**src/rtl/jt10_rom_pkg.sv**
```systemverilog
// Shared types and constants for the jt10 ADPCM ROM arbiter.
package jt10_rom_pkg;

  typedef enum logic [1:0] {
    IDLE = 2'd0,
    RD_A = 2'd1,
    RD_B = 2'd2
  } arb_state_t;

  localparam logic [24:0] DEF_ADPCMA_BASE = 25'h0000000;
  localparam logic [24:0] DEF_ADPCMB_BASE = 25'h1000000;

  localparam logic CH_A = 1'b0;
  localparam logic CH_B = 1'b1;

endpackage

```
**src/rtl/jt10_rom_chreq.sv**
```systemverilog
// One ADPCM channel's fetch bookkeeping: held byte, tag of the last completed
// fetch and the address currently issued, plus the pending-request decode.
module jt10_rom_chreq
  import jt10_rom_pkg::*;
(
  input  logic        clk,
  input  logic        rst,
  input  logic        roe_n,
  input  logic [23:0] chan_addr,
  input  logic        issue,
  input  logic        done,
  input  logic [7:0]  dout,
  output logic        pend,
  output logic [7:0]  data
);

  logic [23:0] tag_reg;
  logic [23:0] iss_reg;
  logic        valid_reg;
  logic [7:0]  data_reg;

  // Tag comes from the issued address, so an address that moved mid-read refetches.
  always_ff @(posedge clk) begin
    if (rst) begin
      tag_reg   <= '0;
      iss_reg   <= '0;
      valid_reg <= 1'b0;
      data_reg  <= '0;
    end else begin
      if (issue) iss_reg <= chan_addr;
      if (done) begin
        data_reg  <= dout;
        tag_reg   <= iss_reg;
        valid_reg <= 1'b1;
      end
    end
  end

  assign pend = !roe_n && (!valid_reg || chan_addr != tag_reg);
  assign data = data_reg;

endmodule

```
**src/rtl/jt10_adpcm_rom_arb.sv**
```systemverilog
// Round-robin arbiter sharing one byte-wide memory read port between the
// YM2610 ADPCM-A and ADPCM-B ROM interfaces.
module jt10_adpcm_rom_arb
  import jt10_rom_pkg::*;
#(
  parameter int            AW          = 25,
  parameter logic [AW-1:0] ADPCMA_BASE = AW'(DEF_ADPCMA_BASE),
  parameter logic [AW-1:0] ADPCMB_BASE = AW'(DEF_ADPCMB_BASE)
) (
  input  logic          clk,
  input  logic          rst,
  input  logic [19:0]   adpcma_addr,
  input  logic [3:0]    adpcma_bank,
  input  logic          adpcma_roe_n,
  output logic [7:0]    adpcma_data,
  input  logic [23:0]   adpcmb_addr,
  input  logic          adpcmb_roe_n,
  output logic [7:0]    adpcmb_data,
  output logic [AW-1:0] mem_addr,
  output logic          mem_req,
  input  logic          mem_ack,
  input  logic [7:0]    mem_dout,
  output logic          busy
);

  arb_state_t    state_reg, state_next;
  logic          last_grant_reg;
  logic [AW-1:0] mem_addr_reg;
  logic          grant_a, grant_b;
  logic          done_a, done_b;
  logic          pend_a, pend_b;
  logic [23:0]   chan_a;
  logic [AW-1:0] ea_a, ea_b;

  assign chan_a = {adpcma_bank, adpcma_addr};
  assign ea_a   = ADPCMA_BASE + AW'(chan_a);
  assign ea_b   = ADPCMB_BASE + AW'(adpcmb_addr);

  assign done_a = (state_reg == RD_A) && mem_ack;
  assign done_b = (state_reg == RD_B) && mem_ack;

  jt10_rom_chreq u_cha (
    .clk       (clk),
    .rst       (rst),
    .roe_n     (adpcma_roe_n),
    .chan_addr (chan_a),
    .issue     (grant_a),
    .done      (done_a),
    .dout      (mem_dout),
    .pend      (pend_a),
    .data      (adpcma_data)
  );

  jt10_rom_chreq u_chb (
    .clk       (clk),
    .rst       (rst),
    .roe_n     (adpcmb_roe_n),
    .chan_addr (adpcmb_addr),
    .issue     (grant_b),
    .done      (done_b),
    .dout      (mem_dout),
    .pend      (pend_b),
    .data      (adpcmb_data)
  );

  always_ff @(posedge clk) begin
    if (rst) begin
      state_reg      <= IDLE;
      mem_addr_reg   <= '0;
      last_grant_reg <= CH_B;
    end else begin
      state_reg <= state_next;
      if (grant_a)      mem_addr_reg <= ea_a;
      else if (grant_b) mem_addr_reg <= ea_b;
      if (done_a)       last_grant_reg <= CH_A;
      else if (done_b)  last_grant_reg <= CH_B;
    end
  end

  // Grants happen only from IDLE, which forces a low cycle on mem_req between reads.
  always_comb begin
    state_next = state_reg;
    grant_a    = 1'b0;
    grant_b    = 1'b0;
    case (state_reg)
      IDLE: begin
        if (pend_a && (!pend_b || last_grant_reg == CH_B)) begin
          grant_a    = 1'b1;
          state_next = RD_A;
        end else if (pend_b) begin
          grant_b    = 1'b1;
          state_next = RD_B;
        end
      end
      RD_A:    if (mem_ack) state_next = IDLE;
      RD_B:    if (mem_ack) state_next = IDLE;
      default: state_next = IDLE;
    endcase
  end

  assign mem_req  = (state_reg != IDLE);
  assign busy     = (state_reg != IDLE);
  assign mem_addr = mem_addr_reg;

endmodule

```
**config.mk**
```make
export PLATFORM = sky130hd
export DESIGN_NAME = jt10_adpcm_rom_arb
export DESIGN_NICKNAME = d
export VERILOG_FILES = /design/src/rtl/jt10_rom_pkg.sv /design/src/rtl/jt10_rom_chreq.sv /design/src/rtl/jt10_adpcm_rom_arb.sv
export SDC_FILE = /design/constraint.sdc
export NUM_CORES = 1
export LEC_CHECK = 0
export BUFFER_PORTS_ARGS = -buffer_cell sky130_fd_sc_hd__buf_2
export CAP_MARGIN = 20
export CORE_ASPECT_RATIO = 0.5
export CORE_UTILIZATION = 50
export CTS_CLUSTER_SIZE = 30
export DETAILED_ROUTE_END_ITERATION = 12
export GPL_TIMING_DRIVEN = 0
export PLACE_DENSITY_LB_ADDON = 0.2
export SLEW_MARGIN = 5
export SYNTH_ARGS = -nofsm -noshare
export SYNTH_HDL_FRONTEND = slang
export SYNTH_SLANG_ARGS = --single-unit
```
**constraint.sdc**
```tcl
create_clock -name clk -period 2.8 [get_ports clk]
set_input_delay 0.14 -clock clk [delete_from_list [all_inputs] [get_ports clk]]
set_output_delay 0.14 -clock clk [all_outputs]
set_load 0.03 [all_outputs]
```
==> metrics.md, run 1 <==
| Metric | Value |
|---|---|
| Status | finished, violations left |
| Failing checks | DRC |
| Synth cell types | 35 |
| Total GRT Usage | 29.3% |
| CP max stage cell | nor4_2 |
| Post-synth top area cell | dfxtp_1 |
| Final Instance Area | 0.00716 mm2 |
| CP Launch Type | flop |
| Drt first pass iters | 10 |
| Crit path time final | 2.76 ns |
| Via density | 5.78 |
| Accumulated negative setup slack | 0 ns |
| Critical Path Sink Type | flop |
| GRT overflow | 0 |
| Core Util, Final | 64.9% |
| Maximum clock rate | 363 MHz |
| N_diodes | 0 |
| Post-CTS setup buffer count | 0 |
| H-tree depth | 4 |
| Max reg flops | 25 |
| Post-synth EDFFs | 0 |
| Vias | 5368 |
| PortBufs | 103 |
| Mapped Cells | 636 |
| Post-Syn Area per Cell | 8.96 um2 |
| Clock skew | 0.0118 ns |
| Pins over their slew limit | 0 |
| Die ar. | 0.0119 mm2 |
| Top delay family on crit path | simple AND/OR/NAND/NOR gates |
| Core ar. | 0.0110 mm2 |
| Setup violators final | 0 |
| Leading cell type by number of instances after synthesis | dfxtp_1 |
| FF+latch count, synth | 142 |
| Area share of the largest cell type after synthesis | 49.9% |
| Clock Latency Late Sink | 0.42 ns |
| Layout area overhead | 25.7% |
| Post-synthesis sequential area ratio | 49.9% |
| Critical Path, Cell by Cell | xnor2_1 > nand4_1 > nor4_2 > a211oi_2 > clkbuf_1 > and4_1 > a221o_1 |
| Initial antenna violation count | 0 |
| TritonCTS clock tree | built |
| Synth warn | 0 |
| Worst-Margin Slew | 0.673 ns |
| Syn_nets | 700 |
| Post-synth top cells | dfxtp_1 (142), nand2_1 (136), a21oi_1 (91) |
| TritonCTS Buffers | 17 |
| Wirelength per Cell | 18.3 um |
| CTS Root Cell | clkbuf_16 |
| CTS Buffer Depth | 2 |
| Post-Syn Area | 0.00570 mm2 |
| Max-capacitance violation count | 0 |
| Num rows | 27 |
| Post-DRT Antenna Nets | 0 |
| Layout cell share with drive strength beyond 1 | 22.3% |
| Synth top area cells | dfxtp_1 (50%), nand2_1 (9.0%), a21oi_1 (8.0%) |
| Asr flop ratio synth | 0% |
| Lkg Pwr | 2.76 nW |
| Die Y | 77.5 um |
| Critical Path RT | 3.10 ns |
| Final Hold Violating Endpoints | 0 |
| DR iter-0 viols | 392 |
| Crit path buffers/inverters | 1 |
| Slew headroom | 55.2% |
| Worst-path fanout max | 10 |
| Total wire length | 16.9 mm |
| CTS sink cnt | 142 |
| Global-route wire length before repair | 26.3 mm |
| I/O Pins | 104 |
| RD Place Congestion | 0.851 |
| Area after DPL | 0.00640 mm2 |
| Clk slew on worst S/H paths | 0.06 ns |
| Starting Density | 51.6% |
| Filler cell count | 937 |
| CP max stage delay | 0.56 ns |
| CP Class | flop to flop |
| DRC | 2 |
| Fin crit share | 98.4% |
| Worst Path Arrival | 3.05 ns |
| Hpwl dp | 12.1 mm |
| Die width | 153 um |
| Vias in the first global route | 4793 |
| Cell area power density | 750 mW/mm2 |
| Nets | 834 |
| Main flop type after synthesis | dfxtp_1 |
| Peak supply drop | 0.471 mV |
| Worst Hold Class | input port to flop |
| RSZ-0062 raised after global routing | false |
| Largest net degree at the start of global routing | 17 |
-- worst register-to-register path: stages (launching register included) --
cell	delay, ns
dfxtp_1	0.32
xnor2_1	0.35
nand4_1	0.16
nor4_2	0.56
a211oi_2	0.30
clkbuf_1	0.35
and4_1	0.33
a221o_1	0.27
-- power breakdown --
| part | leakage, nW | switching, mW | internal [mW] |
|---|---|---|---|
| sequential | 1.16 | 0.0651 | 2.14 |
| combinational | 1.30 | 0.469 | 0.247 |
| clock | 0.310 | 0.912 | 1.54 |
| total | 2.76 | 1.45 | 3.93 |
-- per-layer routing --
| metal | vias to the layer above | wire length, um | track usage, % |
|---|---|---|---|
| li1 | 2513 | - | - |
| met3 | 25 | 1560 | 9.11 |
| met1 | 2560 | 7980 | 40.9 |
| met2 | 270 | 7070 | 43.1 |
| met4 | 0 | 328 | 9.19 |
| met5 | - | 0 | 0 |
-- through the flow --
| stage | hold WS [ns] | setup WS, ns | cells | power [mW] |
|---|---|---|---|---|
| 3_3_place_gp | 0.396 | 0.0786 | 884 | 2.92 |
| 5_1_grt | 0.00617 | 0.00908 | 928 | 5.53 |
| 6_report | 0.00981 | 0.0444 | 928 | 5.38 |
| 4_1_cts | 0.00525 | 0.0327 | 928 | 5.36 |
| 3_5_place_dp | 0.399 | 0.0918 | 884 | 2.93 |
| 2_1_floorplan | 0.276 | 0.745 | 636 | 2.67 |
-- path summary, 6_finish.rpt --
path / slack, ns / start / cells after the start / endpoint
min reg2reg: 0.45 / u_cha.iss_reg[9] / 2 / u_cha.tag_reg[9]
min: 0.01 / adpcma_addr[4] / 2 / mem_addr[4]
max: 0.04 / u_chb.tag_reg[21] / 7 / mem_addr[22]
max reg2reg: 0.04 / u_chb.tag_reg[21] / 7 / mem_addr[22]
-- cell type report --
class                   count  area [um2]  area share, %
well taps                 145         181           2.53
plain buffers              49         218           3.04
clock inverters            13         185           2.58
multi-input cells         441        2630           36.8
inverters                   4        15.0          0.210
repair buffers            115         636           8.87
clock buffers              19         453           6.32
flip-flops and latches    142        2840           39.7
-- timing repair --
action	in CTS	in global routing
resized for setup	0	5
endpoints found under the setup margin	0	39
endpoints found under the hold margin	20	0
hold buffers	12	0
-- kinds of logic (layout without fill, tap and decap cells) --
| group | Yosys count | in the layout | share of synthesized area [%] |
|---|---|---|---|
| flops | 142 | 142 | 49.9 |
| simple gates | 215 | 215 | 18.4 |
| buf+inv | 53 | 200 | 4.04 |
| compound gates | 175 | 175 | 19.7 |
| fa+ha+maj | 3 | 3 | 0.659 |
| xor+xnor | 48 | 48 | 7.38 |
-- cells in the final DEF, fill, tap and decap left out, drive strengths merged, types with 8 or more instances in the layout --
master	netlist	routed
a21oi	91	91
a221o	24	24
a31o	24	24
and4	24	24
buf	15	118
clkbuf	34	53
dfxtp	142	142
dlygate4sd3	0	12
nand2	136	136
nand3	27	27
nand4	8	8
o21ai	29	29
xnor2	37	37
xor2	11	11
(Power assumes the default switching activity.)
==> run 2: changes to the inputs <==
Settings changed: CORE_UTILIZATION 50 to 40.
==> run 2 against run 1 <==
Effect of this change:
- the flow now finishes without violations
- global-route usage decreased by 4.3 points
- worst setup slack improved by 0.035 ns
- cell count increased by 5.5%
- sequential share of layout area decreased by 0.45 points
- total power decreased by 1.8%
- first-iteration DRC count increased by 12%
- final area increased by 1.2%
- via count decreased by 2.6%
- critical path depth unchanged
- hold slack got worse by 0.0071 ns
- sequential power about the same
- critical path type unchanged
- largest power group unchanged
==> metrics.md, run 2 (synthesis gave the netlist of run 1 again) <==
| Metric | Value |
|---|---|
| Status | finished, final reports clean |
| Global-route wire length before repair | 27.3 mm (+4.0%) |
| Clk slew on worst S/H paths | 0.06 ns (about the same) |
| Crit path time final | 2.72 ns (-0.0348 ns) |
| CP Class | flop to flop |
| Peak supply drop | 0.375 mV (-20%) |
| Die ar. | 0.0148 mm2 (+24%) |
| Worst Hold Class | input port to flop |
| Slew headroom | 54.1% (-1.0 points) |
| CP Launch Type | flop |
| Metal3 WL | 1.50 mm (-4.2%) |
| Final Instance Area | 0.00725 mm2 (+1.2%) |
| DR top layer | met4 |
| Combinational share of power | 13.7% (+0.4 points) |
| Fin crit share | 97.2% (-1.2 points) |
| Commonest non-fill, non-tap cell in the layout | dfxtp_1 |
| CTS Buffer Depth | 2 (unchanged) |
| PortBufs | 103 (unchanged) |
| Die width | 171 um (+12%) |
| Vias | 5230 (-2.6%) |
| WL met1 | 8.34 mm (+4.4%) |
| Terminus of the critical flop-to-flop path | u_chb.iss_reg[22] |
| DRC | 0 (-2) |
| Die Y | 86.4 um (+11%) |
| Num rows | 30 (+11%) |
| Post-DRT Antenna Nets | 0 (unchanged) |
| Critical Path Sink Type | flop |
| Critical Path RT | 3.12 ns (+0.02 ns) |
| Pins over their slew limit | 0 (unchanged) |
| Worst Path Arrival | 3.04 ns (about the same) |
| DR iter-0 viols | 440 (+12%) |
| GRT overflow | 0 (unchanged) |
| Max-capacitance violation count | 0 (unchanged) |
| I/O Pins | 104 (unchanged) |
| Register area | 0.00284 mm2 (unchanged) |
| Filler cell count | 1309 (+40%) |
| TritonCTS clock tree | built |
| CTS Root Cell | clkbuf_16 |
| CTS sink cnt | 142 (unchanged) |
| Switching power | 1.46 mW (+1.1%) |
| R2R Setup Slk | 0.08 ns (+0.03 ns) |
| Most frequent cells in the layout | dfxtp_1 (142), nand2_1 (136), buf_2 (107) |
| Core Util, Final | 52.8% (-12 points) |
| Met2 wire length | 7.55 mm (+6.8%) |
| R2R cell count | 7 (unchanged) |
| Worst-Margin Slew | 0.688 ns (+0.0153 ns) |
| Initial antenna violation count | 1 (+1) |
| Setup violators final | 0 (unchanged) |
| Multi-input logic area | 0.00265 mm2 (+0.52%) |
| Hold_sp | adpcma_bank[3] |
| Cell area power density | 729 mW/mm2 (-2.9%) |
| Register share of total power | 41.7% (+0.7 points) |
| Starting Density | 41.5% (-10 points) |
| Layout cell share with drive strength beyond 1 | 22.4% (about the same) |
| Post-CTS setup buffer count | 0 (unchanged) |
| Switching part of the total | 27.7% (+0.78 points) |
| Wirelength per Cell | 18.1 um (-0.68%) |
| N_diodes | 0 (unchanged) |
| Part of the power in the clock network | 44.5% (-1.2 points) |
| Lkg Pwr | 2.78 nW (+0.61%) |
| Largest net degree at the start of global routing | 17 (unchanged) |
| Reg2reg start | u_cha.tag_reg[10] |
| Total Power | 5.28 mW (-1.8%) |
| Hpwl dp | 12.7 mm (+5.2%) |
| Worst Setup EP | u_chb.iss_reg[22] |
| Accumulated negative setup slack | 0 ns (unchanged) |
| Core ar. | 0.0137 mm2 (+24%) |
| RD Place Congestion | 0.846 (-0.55%) |
| Nets | 838 (+0.48%) |
| Internal | 3.82 mW (-2.8%) |
| Total wire length | 17.8 mm (+4.8%) |
| Via density | 5.34 (-7.6%) |
| Clock Latency Late Sink | 0.43 ns (about the same) |
| H-tree depth | 4 (unchanged) |
| Critical Path Source | u_cha.tag_reg[10] |
| Maximum clock rate | 368 MHz (+1.3%) |
| Max reg flops | 25 (unchanged) |
| Total GRT Usage | 25.0% (-4.3 points) |
| Worst-path fanout max | 10 (unchanged) |
| Clock skew | 0.00737 ns (-0.00446 ns) |
| Drt first pass iters | 7 (-3) |
| TritonCTS Buffers | 17 (unchanged) |
| Area after DPL | 0.00645 mm2 (+0.92%) |
| Layout area overhead | 27.2% |
| Final Hold Violating Endpoints | 0 (unchanged) |
| Vias in the first global route | 4847 (+1.1%) |
## run 2: changes by cell type in the layout (fill, tap and decap cells not counted), sizes merged
| cell | before | now |
|---|---|---|
| clkinv | 4 | 6 |
| bufinv | 4 | 3 |
| inv | 7 | 6 |
| dlygate4sd3 | 12 | 16 |
## run 2: stage by stage
| step | hold WS, ns | setup WS [ns] | instances |
|---|---|---|---|
| after detailed placement | 0.399 | 0.0412 | 931 |
| after floorplan | 0.276 | 0.745 | 636 |
| after global routing | 0.0166 | -0.00102 | 979 |
| final | 0.00267 | 0.0792 | 979 |
| after global placement | 0.395 | 0.0284 | 931 |
| after CTS | 0.00324 | 0.0201 | 979 |
## run 2: power by group through the flow
stage	logic [mW]	registers (mW)	clock network, mW
3_5_place_dp	0.698	2.24	0
2_1_floorplan	0.345	2.33	0
3_3_place_gp	0.694	2.24	0
5_1_grt	0.788	2.21	2.46
6_report	0.726	2.20	2.35
4_1_cts	0.721	2.20	2.36
## run 2: per-layer routing
| layer | up-vias | global-route usage, % |
|---|---|---|
| met2 | 188 | 36.5 |
| met5 | - | 0 |
| met1 | 2491 | 35.5 |
| met3 | 27 | 5.98 |
| met4 | 0 | 9.91 |
| li1 | 2524 | - |
## run 2: timing repair
item                                    in CTS  in global routing
endpoints found under the hold margin       26                  0
hold buffers                                16                  0
endpoints found under the setup margin       5                 43
gates cloned                                 0                  0
resized for setup                            1                  7
## run 2: how the worst min path moves through the flow
| stage | slack [ns] | cells past startpoint | endpoint |
|---|---|---|---|
| floorplan | 0.28 | 2 | u_cha.data[0] |
| global placement | 0.40 | 3 | u_cha.data[7] |
| detailed placement | 0.40 | 3 | u_cha.data[7] |
| CTS | 0.003 | 2 | mem_addr[23] |
| global route | 0.02 | 2 | mem_addr[23] |
| finish | 0.003 | 2 | mem_addr[23] |
## run 2: final cells by class
cell class | count | area share [%]
inverters | 4 | 0.207
flip-flops and latches | 142 | 39.2
plain buffers | 49 | 3.02
repair buffers | 119 | 9.32
well taps | 192 | 3.31
clock buffers | 19 | 6.11
clock inverters | 13 | 2.26
multi-input cells | 441 | 36.5
## run 2: critical path, cell delays in order (launching register included)
cell and delay, ns:
dfxtp_1 0.32, xnor2_1 0.42, nand4_1 0.21, or4_4 0.60, o21ai_4 0.31, nand2_1 0.20
buf_2 0.28, a31o_2 0.26
